[src/rtl/regfile_write_buffer.sv]
// regfile_write_buffer
//   In-order write buffer between the WB stage and the register file's single
//   write port. Requests are queued in a DEPTH-entry FIFO and drained one per
//   cycle. While entries are pending, both read ports get youngest-match bypass
//   data so decode never sees a stale register value.
// Ports:
//   clk, reset (sync, active-high)
//   wb_valid/wb_ready/wb_sel/wb_data       : writeback request handshake
//   rf_busy                                : write port owned by preload path
//   rf_writenable/rf_writesel/rf_din       : to the register file write port
//   rs1_sel/rs2_sel                        : read selects (same as to the RF)
//   rs1_hit/rs1_data, rs2_hit/rs2_data     : bypass result per read port
//   count                                  : occupied entries

// One bypass search port: youngest occupied entry whose select matches.
module rfwb_bypass #(
  parameter int DEPTH  = 4,
  parameter int DATA_W = 32,
  parameter int SEL_W  = 5,
  parameter int PTR_W  = 2
) (
  input  logic [PTR_W-1:0]              rd_ptr,
  input  logic [DEPTH-1:0]              vld,
  input  logic [DEPTH-1:0][SEL_W-1:0]   sel,
  input  logic [DEPTH-1:0][DATA_W-1:0]  data,
  input  logic [SEL_W-1:0]              rs_sel,
  output logic                          hit,
  output logic [DATA_W-1:0]             rs_data
);
  logic [PTR_W-1:0] idx;

  // Walk oldest to youngest; a later match overrides an earlier one.
  always_comb begin
    hit     = 1'b0;
    rs_data = '0;
    idx     = '0;
    for (int k = 0; k < DEPTH; k++) begin
      idx = rd_ptr + PTR_W'(k);
      if ((rs_sel != '0) && vld[idx] && (sel[idx] == rs_sel)) begin
        hit     = 1'b1;
        rs_data = data[idx];
      end
    end
  end
endmodule

module regfile_write_buffer #(
  parameter int DEPTH  = 4,
  parameter int DATA_W = 32,
  parameter int SEL_W  = 5
) (
  input  logic                       clk,
  input  logic                       reset,
  input  logic                       wb_valid,
  output logic                       wb_ready,
  input  logic [SEL_W-1:0]           wb_sel,
  input  logic [DATA_W-1:0]          wb_data,
  input  logic                       rf_busy,
  output logic                       rf_writenable,
  output logic [SEL_W-1:0]           rf_writesel,
  output logic [DATA_W-1:0]          rf_din,
  input  logic [SEL_W-1:0]           rs1_sel,
  input  logic [SEL_W-1:0]           rs2_sel,
  output logic                       rs1_hit,
  output logic                       rs2_hit,
  output logic [DATA_W-1:0]          rs1_data,
  output logic [DATA_W-1:0]          rs2_data,
  output logic [$clog2(DEPTH):0]     count
);
  localparam int PTR_W  = $clog2(DEPTH);
  localparam int CNT_W  = PTR_W + 1;
  localparam int NPORTS = 2;

  logic [DEPTH-1:0][SEL_W-1:0]  sel_q,  sel_d;
  logic [DEPTH-1:0][DATA_W-1:0] data_q, data_d;
  logic [DEPTH-1:0]             vld_q,  vld_d;
  logic [PTR_W-1:0]             wr_ptr_q, wr_ptr_d;
  logic [PTR_W-1:0]             rd_ptr_q, rd_ptr_d;
  logic [CNT_W-1:0]             count_q,  count_d;

  logic push, pop, nonempty;

  // Ready looks only at registered occupancy, so a same-cycle pop never
  // frees a slot for the current request.
  assign wb_ready      = (count_q != CNT_W'(DEPTH));
  assign nonempty      = (count_q != '0);
  assign rf_writenable = nonempty && !rf_busy;
  assign rf_writesel   = nonempty ? sel_q[rd_ptr_q]  : '0;
  assign rf_din        = nonempty ? data_q[rd_ptr_q] : '0;
  assign count         = count_q;

  // r0 writes are consumed by the handshake but never stored.
  assign push = wb_valid && wb_ready && (wb_sel != '0);
  assign pop  = rf_writenable;

  always_comb begin
    sel_d    = sel_q;
    data_d   = data_q;
    vld_d    = vld_q;
    wr_ptr_d = wr_ptr_q;
    rd_ptr_d = rd_ptr_q;
    count_d  = count_q;
    // push and pop never target the same slot: a push needs a free slot and
    // a pop needs an occupied one, and wr==rd only when empty or full.
    if (push) begin
      sel_d[wr_ptr_q]  = wb_sel;
      data_d[wr_ptr_q] = wb_data;
      vld_d[wr_ptr_q]  = 1'b1;
      wr_ptr_d         = wr_ptr_q + PTR_W'(1);
    end
    if (pop) begin
      vld_d[rd_ptr_q] = 1'b0;
      rd_ptr_d        = rd_ptr_q + PTR_W'(1);
    end
    case ({push, pop})
      2'b10:   count_d = count_q + CNT_W'(1);
      2'b01:   count_d = count_q - CNT_W'(1);
      default: count_d = count_q;
    endcase
  end

  always_ff @(posedge clk) begin
    if (reset) begin
      sel_q    <= '0;
      data_q   <= '0;
      vld_q    <= '0;
      wr_ptr_q <= '0;
      rd_ptr_q <= '0;
      count_q  <= '0;
    end else begin
      sel_q    <= sel_d;
      data_q   <= data_d;
      vld_q    <= vld_d;
      wr_ptr_q <= wr_ptr_d;
      rd_ptr_q <= rd_ptr_d;
      count_q  <= count_d;
    end
  end

  // Bypass search, one instance per read port.
  logic [NPORTS-1:0][SEL_W-1:0]  rs_sel_v;
  logic [NPORTS-1:0]             rs_hit_v;
  logic [NPORTS-1:0][DATA_W-1:0] rs_data_v;

  assign rs_sel_v[0] = rs1_sel;
  assign rs_sel_v[1] = rs2_sel;

  for (genvar g = 0; g < NPORTS; g++) begin : g_byp
    rfwb_bypass #(
      .DEPTH(DEPTH), .DATA_W(DATA_W), .SEL_W(SEL_W), .PTR_W(PTR_W)
    ) u_byp (
      .rd_ptr  (rd_ptr_q),
      .vld     (vld_q),
      .sel     (sel_q),
      .data    (data_q),
      .rs_sel  (rs_sel_v[g]),
      .hit     (rs_hit_v[g]),
      .rs_data (rs_data_v[g])
    );
  end

  assign rs1_hit  = rs_hit_v[0];
  assign rs2_hit  = rs_hit_v[1];
  assign rs1_data = rs_data_v[0];
  assign rs2_data = rs_data_v[1];
endmodule
[config.mk]
export PLATFORM = sky130hd
export DESIGN_NAME = regfile_write_buffer
export DESIGN_NICKNAME = d
export VERILOG_FILES = /design/src/rtl/regfile_write_buffer.sv
export SDC_FILE = /design/constraint.sdc
export NUM_CORES = 1
export LEC_CHECK = 0
export BUFFER_PORTS_ARGS = -buffer_cell sky130_fd_sc_hd__buf_2
export CAP_MARGIN = 40
export CELL_PAD_IN_SITES_DETAIL_PLACEMENT = 0
export CELL_PAD_IN_SITES_GLOBAL_PLACEMENT = 1
export CORE_MARGIN = 5
export CORE_UTILIZATION = 44
export CTS_CLUSTER_DIAMETER = 60
export DETAILED_ROUTE_END_ITERATION = 12
export PLACE_DENSITY_LB_ADDON = 0.1
export SLEW_MARGIN = 20
export SYNTH_ARGS = -nofsm -noshare
export SYNTH_HDL_FRONTEND = slang
export SYNTH_HIERARCHICAL = 1
export SYNTH_SLANG_ARGS = --single-unit
[constraint.sdc]
create_clock -name clk -period 4.32 [get_ports clk]
set_input_delay 1.08 -clock clk [delete_from_list [all_inputs] [get_ports clk]]
set_output_delay 1.08 -clock clk [all_outputs]
set_load 0.02 [all_outputs]
Word level (Yosys, flattened, before mapping). Index checks and enable logic that the tools add are counted. Widths: inputs -> output; s select.

Output and inout bits: 108. Logic and storage cells: 121. Register bits after elaboration: 159.

Order comparisons: 7. Reductions and logical operators: 27. Bitwise logic cells: 3. Equality and inequality tests: 11. Add/sub/neg operators: 6. Muxes and demuxes: 55.

Operators with widths (number): $mux 32 (14); $bmux 32 s2 (4); $bwmux 128 (1); $demux 32 s2 (1); $bmux 5 s2 (4); $eq 5x5->1 (8); $mux 5 (6); $logic_and 1x1->1 (21); $bwmux 20 (1); $lt 2x3->1 const B (5); $reduce_bool 5->1 (3); $mux 1 (14); $demux 5 s2 (1); $bmux 1 s2 (4); $mux 4 (2); $pmux 3 s2 (1); $add 2x1->2 const B (2); $add 2x2->2 const B (2); $and 4x4->4 (1); $demux 1 s2 (2); $ge 2x1->1 const B (2); $not 4->4 (1); $or 4x4->4 (1); $add 3x1->3 const B (1); 7 further kinds (7).

Longest topological paths before layout.
Word-level depth: 8. Gate-level depth with buffers: 12. Mapped depth without buffers: 9.

Cells and area by module. Netlist, hierarchy kept.

By module, submodules not included: rfwb_bypass (area an instance 4594.4 um2, sequential area each 0.0 um2, times used 2, cells each 597); regfile_write_buffer (area an instance 7652.3 um2, sequential area each 3183.1 um2, times used 1, cells each 679).

Worst setup path before layout. OpenSTA, ideal clock, no wires.

Path type: input to output. Start point: input port rs1_sel[1]. End point: output port rs1_data[24]. Slack: 0.137 ns. Required time: 3.240 ns. Data arrival time: 3.103 ns. Stages on the path: 9. Path through: buf_2 -> nor4_2 -> nand2_1 -> and4_1 -> buf_2 -> and2_1 -> buf_4 -> a311o_1 -> a32oi_1.

Longest elaborated chain between the ends: 7.

Ends and longest elaborated chain: from (decl) (line 62) `input logic [SEL_W-1:0] rs1_sel,`; $reduce_bool 5->1 (line 39) `if ((rs_sel != '0) && vld[idx] && (sel[idx] == rs_sel)) begin`; $logic_and 1x1->1 (2 in a row) (line 39); $mux 32 (3 in a row) (line 39); $mux 32 * (line 39); to (decl) (line 66) `output logic [DATA_W-1:0] rs1_data,`.

Mark *: on every way between the ends. The rest lies on a longest branch, timed or not.

Worst setup path in the final report.
Start point: register rd_ptr_q[1]. End point: output port rs2_data[4].

Longest elaborated chain between the ends: 8.

Ends and longest elaborated chain: from (decl) (line 78) `logic [PTR_W-1:0] rd_ptr_q, rd_ptr_d;`; from (signal assigned) (line 135) `rd_ptr_q <= rd_ptr_d;`; $add 2x1->2, or another cell as far along (line 38) `idx = rd_ptr + PTR_W'(k);`; $bmux 5 s2, or another cell as far along (line 39); $mux 5 (implied by the code), or another cell as far along (line 39); $eq 5x5->1 or $logic_and 1x1->1 (tied branches) (line 39); $logic_and 1x1->1 or $mux 32 (tied branches) (line 39); $mux 32 (2 in a row) (line 39); $mux 32 * (line 39); to (decl) (line 67) `output logic [DATA_W-1:0] rs2_data,`.

Mark *: on every way between the ends. The rest lies on a longest branch, timed or not. The select of a mux whose other input is x is not followed.

==> impl_metrics.json <==
{
  "status": "finished, violations left",
  "violations": "setup timing",
  "syn-num-nets": 1934,
  "vdd_drop_max_mv": 0.3492,
  "maxSlewHeadroom_pct": 50.49,
  "fp.dieW_um": 205.6,
  "dp_slack_ps": -179.6,
  "overflow": 0,
  "ys_ff_latch": 159,
  "finalSetupTns_ps": -1868,
  "reg2regPathDepth": 9,
  "slowest_stage": "mux4_2",
  "core_um2": 37760,
  "vias_per_cell": 6.535,
  "setup_ws_ps": -113.2,
  "min_path_type": "register to register",
  "ant_nets": 0,
  "hold_violations": 0,
  "worst_slew_pin_slew_ps": 742.7,
  "ys_seq_area_share_pct": 18.90,
  "crit_buf_inv": 5,
  "timing.hold.ws_ps": 529.0,
  "synth_warnings": 6,
  "drt_wl_total_mm": 67.45,
  "maxSlewViolCount": 0,
  "cts_root_buffer": "clkbuf_16",
  "crit_chain": "buf_6 > mux4_2 > or3_4 > a21oi_4 > nand4_1 > buf_6 > buf_8 > clkbuf_16 > a311o_1 > a32oi_2 > buf_4",
  "grt_pass1_wl_mm": 95.91,
  "cp-start-kind": "register",
  "synth_area_leaders": "mux2i_1 (19%), dfxtp_1 (19%), mux2_2 (8.4%)",
  "drc_errors": 0,
  "synth_edf_count": 0,
  "diodes": 0,
  "wire_per_inst_um": 26.23,
  "p_leak_nw": 7.839,
  "rsz0062_at_grt": "true",
  "synth_area_um2": 16840,
  "synth_top_area_cell": "mux2i_1",
  "hold_buffers": 0,
  "layout_commonest_cell": "mux2i_1",
  "fp-row-count": 71,
  "final_layout_size_suffix_gt1_share_pct": 35.49,
  "syn_area_per_cell_um2": 8.992,
  "cts.reportedPaths.clkPinSlew_ps": 80,
  "finish.utilization_pct": 56.42,
  "final_area_um2": 21300,
  "maxCapViolCount": 0,
  "grt_pass1_vias": 15789,
  "max_freq_mhz": 225.6,
  "ys_types": 74,
  "cp_data_arrival_time_ps": 3350,
  "clock-skew-final_ps": 13.08,
  "grt_use_total_pct": 29.01,
  "drtIter0Drc": 1737,
  "die_h_um": 205.6,
  "cp_slowest_stage_delay_ps": 520,
  "area_growth_pct": 26.49,
  "vias": 16801,
  "power.density_nw_per_um2": 333.1,
  "portBuffers": 158,
  "synth-main-ff-cell": "dfxtp_1",
  "cpMostUsedCell": "buf_6",
  "fin_nets": 2108,
  "gp_congestion": 0.8832,
  "initial_core_util_pct": 44.61,
  "synthArstFlopShare_pct": 0,
  "crit_cells": 11,
  "drt_pre_antenna_iters": 6,
  "place_area_um2": 18720,
  "path_delay_family": "buffers and inverters",
  "numCtsBuffers": 17,
  "grt_max_degree": 87,
  "setup_viol": 42,
  "clockBufferDepth": 2,
  "post-route-period-util_pct": 102.6,
  "finalPower_mw": 7.096,
  "path_class": "register to primary output",
  "cp-end-kind": "primary output",
  "cts_tree": "built",
  "synth_cells": 1873,
  "path_max_fanout": 8,
  "placed_cells": 2484,
  "min_period_ps": 4433,
  "cts.sinks": 159,
  "antenna_found_initial": 0,
  "fin_cells": 2571,
  "dieArea_um2": 42290,
  "critPathRequiredTime_ps": 3240,
  "ios": 159,
  "clock_latency_ps": 460,
  "htreeDepth": 4,
  "dp_hpwl_mm": 42.09,
  "hold_depth": 2,
  "final_cell_mix": "mux2i_1 (319), nand2b_1 (187), dfxtp_1 (153)",
  "synth_top_area_share_pct": 19.08
}
[state kept, by name, summed over array words and instances, names as in the netlist]
| register | flops |
|---|---|
| count | 3 |
| sel_q | 20 |
| rd_ptr_q | 2 |
| wr_ptr_q | 2 |
| vld_q | 4 |
| data_q | 128 |
[synthesized netlist by cell type, types with 5 or more instances]
master / count
nand4_1: 22
o21ai_0: 29
mux2i_1: 321
xnor2_1: 34
buf_1: 5
nor2_1: 72
nand2b_1: 189
a21oi_1: 92
o311a_1: 8
and4_1: 6
o211ai_1: 16
nor3_1: 5
buf_4: 16
o311ai_0: 16
a32oi_1: 42
a31o_2: 14
ha_1: 9
nor4_1: 50
o32a_1: 22
buf_2: 81
nand4b_1: 6
dfxtp_1: 159
nand2_1: 92
a311oi_1: 18
buf_6: 17
inv_1: 22
a311o_1: 24
nand3_1: 12
and2_1: 18
a31oi_1: 34
a31o_1: 6
mux4_2: 57
o31ai_1: 10
clkbuf_1: 81
mux2_2: 125
nor2b_1: 43
a221oi_1: 6
o2111ai_2: 6
[per-layer routing]
| layer | share of wire (%) | vias to the layer above | GRT usage [%] |
|---|---|---|---|
| li1 | - | 7495 | - |
| met2 | 46 | 813 | 47.35 |
| met3 | 7.9 | 155 | 4.192 |
| met4 | 3.0 | 0 | 8.182 |
| met5 | 0 | - | 0 |
| met1 | 43 | 8338 | 40.07 |
[power by group]
part / switching, mW / internal [mW] / total, mW
combinational: 2.08 / 1.58 / 3.65
sequential: 0.236 / 1.59 / 1.83
clock: 0.822 / 0.789 / 1.61
[final timing paths]
| kind | start | endpoint | slack [ps] |
|---|---|---|---|
| setup reg to reg | count[0] | count[2] | 1700 |
| hold / removal | count[2] | count[2] | 530 |
| setup / recovery | rd_ptr_q[1] | rs2_data[4] | -110 |
| hold reg to reg | count[2] | count[2] | 530 |
[repair_timing]
action	in CTS	in global routing
pin swaps	10	87
cloned	2	19
hold endpoints to repair	0	0
gates resized for setup	79	218
buffers inserted	11	25
setup endpoints to repair	66	76
[kinds of logic after synthesis]
kind of cell	share of synthesized area [%]
fa+ha+maj	0.7875
xor+xnor	1.976
simple gates	18.14
mux	35.19
compound gates	18.12
buf+inv	6.887
flops	18.90
[worst reg2reg max path, delay by kind of cell (launching register included)]
kind | cells | cell delay [ps]
AND/OR/NAND/NOR | 3 | 830
adder cells (fa/ha/maj) | 2 | 660
flip-flops | 1 | 410
buffers and inverters | 2 | 360
XOR/XNOR | 1 | 160
AO/OA/AOI/OAI | 1 | 140
[layout make-up]
cell class,instances,area (um2)
clock buffer,17,425.4
fill,3413,16450
tap,511,639.4
multi-input combinational,1488,13280
sequential,159,3196
clock inverter,15,193.9
timing repair buffer,357,3476
inverter,24,92.59
No activity file was read; power rests on OpenSTA's default activity.
